[src/rtl/keypad_pkg.sv]
// Shared keypad-lab package: segment codes (active-low gfedcba),
// error-pattern glyphs, digit-enable constants and the blink phase type.
package keypad_pkg;

   localparam logic [6:0] SEG_0 = 7'h40;
   localparam logic [6:0] SEG_1 = 7'h79;
   localparam logic [6:0] SEG_2 = 7'h24;
   localparam logic [6:0] SEG_3 = 7'h30;
   localparam logic [6:0] SEG_4 = 7'h19;
   localparam logic [6:0] SEG_5 = 7'h12;
   localparam logic [6:0] SEG_6 = 7'h02;
   localparam logic [6:0] SEG_7 = 7'h78;
   localparam logic [6:0] SEG_8 = 7'h00;
   localparam logic [6:0] SEG_9 = 7'h10;
   localparam logic [6:0] SEG_A = 7'h08;
   localparam logic [6:0] SEG_B = 7'h03;
   localparam logic [6:0] SEG_C = 7'h46;
   localparam logic [6:0] SEG_D = 7'h21;
   localparam logic [6:0] SEG_EH = 7'h06;
   localparam logic [6:0] SEG_F = 7'h0E;

   localparam logic [6:0] SEG_BLANK = 7'h7F;
   localparam logic [6:0] SEG_E     = 7'h06;
   localparam logic [6:0] SEG_R     = 7'h2F;

   localparam logic [3:0] AN_OFF = 4'b1111;

   typedef enum logic {
      PHASE_OFF = 1'b0,
      PHASE_ON  = 1'b1
   } blink_phase_e;

   // Active-low one-hot digit enable for a digit index.
   function automatic logic [3:0] digit_enable(input logic [1:0] idx);
      return ~(4'b0001 << idx);
   endfunction

endpackage

[src/rtl/keypad_seg7_display_hex_to_seg7.sv]
// Purely combinational nibble to active-low 7-segment (gfedcba) decoder.
module hex_to_seg7
   import keypad_pkg::*;
(
   input  logic [3:0] nibble,
   output logic [6:0] seg
);

   // Fixed hex glyph table.
   always_comb begin
      seg = SEG_BLANK;
      case (nibble)
         4'h0: seg = SEG_0;
         4'h1: seg = SEG_1;
         4'h2: seg = SEG_2;
         4'h3: seg = SEG_3;
         4'h4: seg = SEG_4;
         4'h5: seg = SEG_5;
         4'h6: seg = SEG_6;
         4'h7: seg = SEG_7;
         4'h8: seg = SEG_8;
         4'h9: seg = SEG_9;
         4'hA: seg = SEG_A;
         4'hB: seg = SEG_B;
         4'hC: seg = SEG_C;
         4'hD: seg = SEG_D;
         4'hE: seg = SEG_EH;
         4'hF: seg = SEG_F;
         default: seg = SEG_BLANK;
      endcase
   end

endmodule

[src/rtl/keypad_seg7_display.sv]
// 4-digit common-anode multiplexed 7-segment driver for the keypad scanner.
// Shows the key buffer as hex (blanking invalid digits) or an "Err" pattern
// while is_wrong is high. Define SEG7_ERR_BLINK_EN to make "Err" blink;
// otherwise it is shown steadily.
module keypad_seg7_display
   import keypad_pkg::*;
#(
   parameter int REFRESH_DIV  = 16,
   parameter int BLINK_FRAMES = 8
)
(
   input  logic        clk,
   input  logic        reset,
   input  logic [15:0] buffer,
   input  logic [3:0]  valid,
   input  logic        is_wrong,
   output logic [3:0]  an,
   output logic [6:0]  seg,
   output logic        dp
);

   localparam logic [15:0] REFRESH_LAST = 16'(REFRESH_DIV - 1);

   if (REFRESH_DIV < 2 || REFRESH_DIV > 65535) begin : g_bad_refresh
      $error("REFRESH_DIV out of range 2..65535");
   end
   if (BLINK_FRAMES < 1 || BLINK_FRAMES > 255) begin : g_bad_blink
      $error("BLINK_FRAMES out of range 1..255");
   end

   logic [15:0] refresh_cnt;
   logic [1:0]  digit_idx;
   logic        digit_wrap;
   logic        frame_end;
   logic [15:0] shadow_buf;
   logic [3:0]  shadow_valid;
   logic [3:0]  cur_nibble;
   logic [6:0]  hex_seg;
   logic        pattern_visible;
   logic [3:0]  an_next;
   logic [6:0]  seg_next;

   assign digit_wrap = (refresh_cnt == REFRESH_LAST);
   assign frame_end  = digit_wrap && (digit_idx == 2'd3);

   // Refresh divider and digit scan index.
   always_ff @(posedge clk or posedge reset) begin
      if (reset) begin
         refresh_cnt <= '0;
         digit_idx   <= '0;
      end else if (digit_wrap) begin
         refresh_cnt <= '0;
         digit_idx   <= digit_idx + 2'd1;
      end else begin
         refresh_cnt <= refresh_cnt + 16'd1;
      end
   end

   // Frame-aligned snapshot of the key buffer so a frame never tears.
   always_ff @(posedge clk or posedge reset) begin
      if (reset) begin
         shadow_buf   <= '0;
         shadow_valid <= '0;
      end else if (frame_end) begin
         shadow_buf   <= buffer;
         shadow_valid <= valid;
      end
   end

`ifdef SEG7_ERR_BLINK_EN
   localparam logic [7:0] BLINK_LAST = 8'(BLINK_FRAMES - 1);

   logic         wrong_d;
   logic         wrong_rise;
   logic [7:0]   blink_cnt;
   blink_phase_e phase;

   assign wrong_rise = is_wrong && !wrong_d;
   // A fresh error is forced visible in the same cycle it is detected.
   assign pattern_visible = wrong_rise || (phase == PHASE_ON);

   // Error-edge detect and frame-counted blink phase.
   always_ff @(posedge clk or posedge reset) begin
      if (reset) begin
         wrong_d   <= 1'b0;
         blink_cnt <= '0;
         phase     <= PHASE_ON;
      end else begin
         wrong_d <= is_wrong;
         if (wrong_rise) begin
            blink_cnt <= '0;
            phase     <= PHASE_ON;
         end else if (is_wrong && frame_end) begin
            if (blink_cnt == BLINK_LAST) begin
               blink_cnt <= '0;
               phase     <= (phase == PHASE_ON) ? PHASE_OFF : PHASE_ON;
            end else begin
               blink_cnt <= blink_cnt + 8'd1;
            end
         end
      end
   end
`else
   assign pattern_visible = 1'b1;
`endif

   assign cur_nibble = shadow_buf[{digit_idx, 2'b00} +: 4];

   hex_to_seg7 u_hex (
      .nibble (cur_nibble),
      .seg    (hex_seg)
   );

   // Select what the current digit should show next cycle.
   always_comb begin
      an_next  = AN_OFF;
      seg_next = SEG_BLANK;
      if (is_wrong) begin
         if (pattern_visible) begin
            an_next = digit_enable(digit_idx);
            case (digit_idx)
               2'd3:    seg_next = SEG_E;
               2'd2:    seg_next = SEG_R;
               2'd1:    seg_next = SEG_R;
               default: seg_next = SEG_BLANK;
            endcase
         end
      end else begin
         an_next  = digit_enable(digit_idx);
         seg_next = shadow_valid[digit_idx] ? hex_seg : SEG_BLANK;
      end
   end

   // Registered pin drivers.
   always_ff @(posedge clk or posedge reset) begin
      if (reset) begin
         an  <= AN_OFF;
         seg <= SEG_BLANK;
         dp  <= 1'b1;
      end else begin
         an  <= an_next;
         seg <= seg_next;
         dp  <= 1'b1;
      end
   end

endmodule

[config.mk]
export PLATFORM = sky130hd
export DESIGN_NAME = keypad_seg7_display
export DESIGN_NICKNAME = d
export VERILOG_FILES = /design/src/rtl/keypad_pkg.sv /design/src/rtl/keypad_seg7_display_hex_to_seg7.sv /design/src/rtl/keypad_seg7_display.sv
export SDC_FILE = /design/constraint.sdc
export NUM_CORES = 1
export LEC_CHECK = 0
export ABC_CLOCK_PERIOD_IN_PS = 2200
export CAP_MARGIN = 20
export CORE_MARGIN = 2
export CORE_UTILIZATION = 36
export CTS_CLUSTER_DIAMETER = 30
export CTS_CLUSTER_SIZE = 30
export DETAILED_ROUTE_END_ITERATION = 12
export PLACE_DENSITY_LB_ADDON = 0.05
export SLEW_MARGIN = 40
export SYNTH_ARGS = -nofsm -noshare
export SYNTH_HDL_FRONTEND = slang
export SYNTH_HIERARCHICAL = 1
export SYNTH_SLANG_ARGS = --single-unit
export TNS_END_PERCENT = 100
[constraint.sdc]
create_clock -name clk -period 2.2 [get_ports clk]
set_input_delay 0.22 -clock clk [delete_from_list [all_inputs] [get_ports clk]]
set_output_delay 0.22 -clock clk [all_outputs]
set_load 0.02 [all_outputs]
# Word-level counts from Yosys, hierarchy flattened
# Memories as Yosys holds them, arrays and structs flattened.
# Index checks and enable logic that the tools add are counted.
dict set report classes {
  eq_ne 4
  magnitude_cmp 1
  n_mux 6
  bitwise_logic 1
  reduce_logical 2
  shifts 2
  add_sub_neg 2
}
# cell count
set op_table {}
lappend op_table {{adder 16 x 1 -> 16 bit, second input constant} 1}
lappend op_table {{== test 16 x 4 -> 1 bit, second input constant} 1}
lappend op_table {{2-to-1 mux 16 bit} 1}
lappend op_table {{variable part select 16 x 5 -> 4 bit} 1}
lappend op_table {{2-to-1 mux 7 bit} 2}
lappend op_table {{case mux 7 bit (2 select lines)} 1}
lappend op_table {{== test 2 bit, second input constant} 2}
lappend op_table {{NOT 4 bit} 1}
lappend op_table {{<< shifter 1 x 2 -> 4 bit, first input constant} 1}
lappend op_table {{less-than comparator 2 x 3 -> 1 bit, second input constant} 1}
lappend op_table {{adder 2 x 1 -> 2 bit, second input constant} 1}
lappend op_table {{binary-select mux 1 bit (select 2 bit)} 1}
lappend op_table {{== test 2 x 1 -> 1 bit, second input constant} 1}
lappend op_table {{OR reduction 2 bit} 1}
lappend op_table {{logical AND 1 bit} 1}
lappend op_table {{2-to-1 mux 1 bit} 1}
dict set report word_totals {
  inputBits 23
  n_memories 1
  register_bits 49
  output_inout_bits 12
  wordCells 25
  mem_bits_ro 112
}
# memory words word_bits rd rd_clocked_by_memory_dff wr line_no
set mem_list {}
lappend mem_list {{(no name shown)} 16 7 1 0 0 keypad_seg7_display_hex_to_seg7.sv:12} ;# case (nibble)

# Longest topological paths before layout
dict set report depth {
  word_depth 4
  mapped_depth 8
}

# Cells and area by module
# The synthesis kept the hierarchy.
# mod n_inst cells_per_inst area_each_um2
set by_module_without_submodules {}
lappend by_module_without_submodules {keypad_seg7_display 1 151 2237.1}
lappend by_module_without_submodules {hex_to_seg7 1 32 275.3}

# Worst setup path before layout
# Ideal clock, no wire load.
dict set report synth_timing {
  path_type {reg-to-reg}
  from {register digit_idx[0]}
  to {register seg[0]}
  arrival_ns 2.351
  synth_period_minus_slack_ns 2.411
  path_slack_ns -0.211
  required_ns 2.140
  path_buffers 1
  stages_incl_launch_ff 9
  cell_sequence {dfrtp_1 > clkbuf_1 > mux4_2 > inv_1 > ha_1 > and2b_2 > or3b_1 > o21ai_0 > o21a_1}
}
dict set report synth_between {
  elab_chain_cells 4
  elab_cells_between_ends 11
  classes_between {eq/ne: 3; shift: 1; mux: 5; reduce/logical: 1; memory: 1}
}
# element line_no
set synth_lines {}
lappend synth_lines {{start: declaration} keypad_seg7_display.sv:32} ;# logic [1:0] digit_idx;
lappend synth_lines {{start signal: assignment} keypad_seg7_display.sv:53} ;# digit_idx <= digit_idx + 2'd1;
lappend synth_lines {{variable part select 16 x 5 -> 4 bit} keypad_seg7_display.sv:107} ;# assign cur_nibble = shadow_buf[{digit_idx, 2'b00} +: 4];
lappend synth_lines {{named net cur_nibble[1]} keypad_seg7_display.sv:37} ;# logic [3:0] cur_nibble;
lappend synth_lines {{memory read (16 x 7 bit)} -}
lappend synth_lines {{named net hex_seg[0]} keypad_seg7_display.sv:38} ;# logic [6:0] hex_seg;
lappend synth_lines {{2-to-1 mux 7 bit} keypad_seg7_display.sv:130} ;# seg_next = shadow_valid[digit_idx] ? hex_seg : SEG_BLANK;
lappend synth_lines {{2-to-1 mux 7 bit} keypad_seg7_display.sv:118} ;# if (is_wrong) begin
lappend synth_lines {{named net seg_next[0]} keypad_seg7_display.sv:41} ;# logic [6:0] seg_next;
lappend synth_lines {{end signal: assignment} keypad_seg7_display.sv:142} ;# seg <= seg_next;
lappend synth_lines {{end: declaration} keypad_seg7_display.sv:18} ;# output logic [6:0] seg,
# The timed path passes the listed nets, and every way through them passes these cells. The select of a mux whose other input is x is not followed.
# A chain may end at the register's enable or synchronous reset.

# Worst setup path after layout
# Same ends and word-level chain as after synthesis.

==> run summary <==
I/O pin count: 35
Layout Area Growth over Synthesis: 24.8%
Worst EP arrival: 2.37 ns
Commonest cells post-synth: 38 x dfrtp_1, 20 x mux2_4, 13 x ha_1
RSZ-0062 raised after global routing: yes
Die H: 87.5 um
Clk sink count: 49
DRT Wirelength: 4810 um
Critical path cell sequence: mux4_2, inv_2, ha_2, and2b_2, or3b_1, o21ai_0, o21a_1
WS Path Type: reg -> reg
FF+latch count, synth: 49
First-pass GRT wire length: 8130 um
Min-delay worst type: in -> async
Worst Setup Start Kind: flop
Place WS: -0.0522 ns
Max-cap violations: 0
Die area: 0.00766 mm^2
Average wire per standard cell: 15.5 um
Initial Util: 37.2%
All-Layer GR Usage: 13.8%
Final nets: 265
Worst slew pin tran: 0.577 ns
First DRT Iteration DRCs: 61
Max Freq: 472 MHz
Ys async rst share: 100%
CP max stage delay: 0.55 ns
Synthesized cell area: 0.00251 mm^2
H-tree depth: 2
DRT antenna net count: 0
Leading area contributor after synthesis: dfrtp_1
Die X: 87.5 um
EDFF count, synth: 0
Final Max Tran Viols: 0
Setup tns final: 0 ns
Tcrit/Tclk final: 96.3%
Clock Skew: 0.00820 ns
TritonCTS Buffers: 5
Pwr dens: 527 mW/mm^2
Core Area: 0.00676 mm^2
Fin crit period: 2.12 ns
Avg Inst Size Synth: 13.7 um^2
CP bufs+invs: 1
Req. time, crit path: 2.45 ns
IO Port Bufs: 33
Via count: 1,546
Clock tree buffer depth: 2
Setup crit end kind: flop
Crit Path Max Fanout: 5
# setup viols final: 0
Mapped Cells: 183
Number of remaining DRC errors: 0
Vias in the first global route: 1,633
Slew headroom: 61.5%
Final worst setup slack: 0.0805 ns
Vias per std cell: 4.99
Layout cells sized above 1: 31.3%
Post-cts hold buffer count: 0
DRT Pass-1 Iters: 4
DP HPWL: 3600 um
GRT overflow: 0
R2R depth: 7
GP Congestion: 0.779
Largest net degree at the start of global routing: 26
Max VDD drop: 0.241 mV
Worst skew pair latency: 0.30 ns
CP max-delay cell: mux4_2
Top-count cell post-synth: dfrtp_1
Final Hold Viols: 0
P_leak: 1.40 nW
Distinct cell type count after synthesis: 37
Ys flop type: dfrtp_1
Clock-pin slew on the worst setup and hold paths: 0.09 ns
Initial antenna violation count: 0
CTS tree: built
Syn nets: 219
Seq/Total Area, Yosys: 49.4%
Synth Warn #: 6
Num rows: 30
Outcome: finished, final reports clean
Critical path depth in cells: 7
Root buffer cell: clkbuf_8
Synth area leaders: dfrtp_1 38%, mux2_4 12%, dfstp_2 12%, ha_1 6.5%, mux4_2 4.5%
Synth top area share: 37.8%
# diodes: 0
Fillers: 620
Critical path's top delay family: simple AND/OR/NAND/NOR gates
[placed cells by master, fill, tap and decap left out, types with 4 or more instances in the layout]
cell type,n
buf_4,12
clkbuf_8,6
clkdlybuf4s50_1,33
dfrtp_1,37
dfstp_2,11
ha_1,12
inv_1,8
mux2_4,20
mux2i_1,4
mux4_2,5
nand2_1,5
nand3_1,5
nand4_1,7
nor2_1,7
o21a_1,5
xnor2_1,12
[registers in the layout, indices dropped and copies added, names as in the netlist]
register,cells
refresh_cnt,16
an,4
shadow_valid,4
digit_idx,2
seg,7
shadow_buf,16
[timing repair]
action,in CTS,in global routing
setup endpoints to repair,2,3
gates resized for setup,1,1
cloned,0,0
setup buffers,1,2
[power breakdown]
| group | total, mW | internal [mW] | switching, mW |
|---|---|---|---|
| Combinational | 0.0861 | 0.0495 | 0.0366 |
| Clock | 0.656 | 0.371 | 0.285 |
| Sequential | 0.910 | 0.909 | 0.00124 |
| Total | 1.65 | 1.33 | 0.323 |
[worst paths after layout]
| check | from | to | slack [ns] |
|---|---|---|---|
| min reg2reg | refresh_cnt[0] | refresh_cnt[0] | 0.48 |
| min in group clk | refresh_cnt[0] | refresh_cnt[0] | 0.48 |
| max in group asynchronous | reset | an[1] | 1.30 |
| max | digit_idx[0] | seg[0] | 0.08 |
| min | reset | shadow_buf[4] | 0.31 |
| max reg2reg | digit_idx[0] | seg[0] | 0.08 |
[layer usage]
| metal | GRT usage [%] | wire length [um] | vias up |
|---|---|---|---|
| met3 | 3.02 | 179 | 4 |
| met4 | 3.78 | 38 | 0 |
| met2 | 23.3 | 2360 | 26 |
| li1 | - | - | 731 |
| met1 | 18.1 | 2230 | 785 |
| met5 | 0 | 0 | - |
[cell type report]
class / instances / area (um^2) / area share [%]
Clock buffer: 7 / 86.3 / 2.75
Clock inverter: 1 / 30.0 / 0.958
Inverter: 10 / 37.5 / 1.20
Multi-Input combinational cell: 116 / 1180 / 37.6
Sequential cell: 49 / 1240 / 39.6
Tap cell: 80 / 100 / 3.19
Timing Repair Buffer: 47 / 460 / 14.7
[worst reg2reg max path: stages, from the launching register on]
cell and delay, ns:
dfrtp_2 0.44, mux4_2 0.55, inv_2 0.09, ha_2 0.19, and2b_2 0.23, or3b_1 0.36, o21ai_0 0.08, o21a_1 0.14
[kinds of logic after synthesis]
kind of cell             after synthesis  share of synthesized area, %
multiplexers                          32                          20.0
AND/OR/NAND/NOR                       43                          11.7
XOR/XNOR                              14                          4.88
other                                  1                         0.149
AO/OA/AOI/OAI                         13                          3.69
buffers and inverters                 18                          3.78
flip-flops                            49                          49.4
adder cells (fa/ha/maj)               13                          6.47
[through the flow]
step	hold WS, ns	util [%]	power (mW)	cells	cell area [um^2]
CTS	0.324	46.1	1.69	308	3120
floorplan	0.368	-	0.956	183	2520
global placement	0.466	44.3	1.01	299	2990
global route	0.350	46.4	1.74	310	3140
detailed placement	0.470	44.3	1.02	299	2990
finish	0.307	46.4	1.65	310	3140
(Power assumes the default switching activity.)
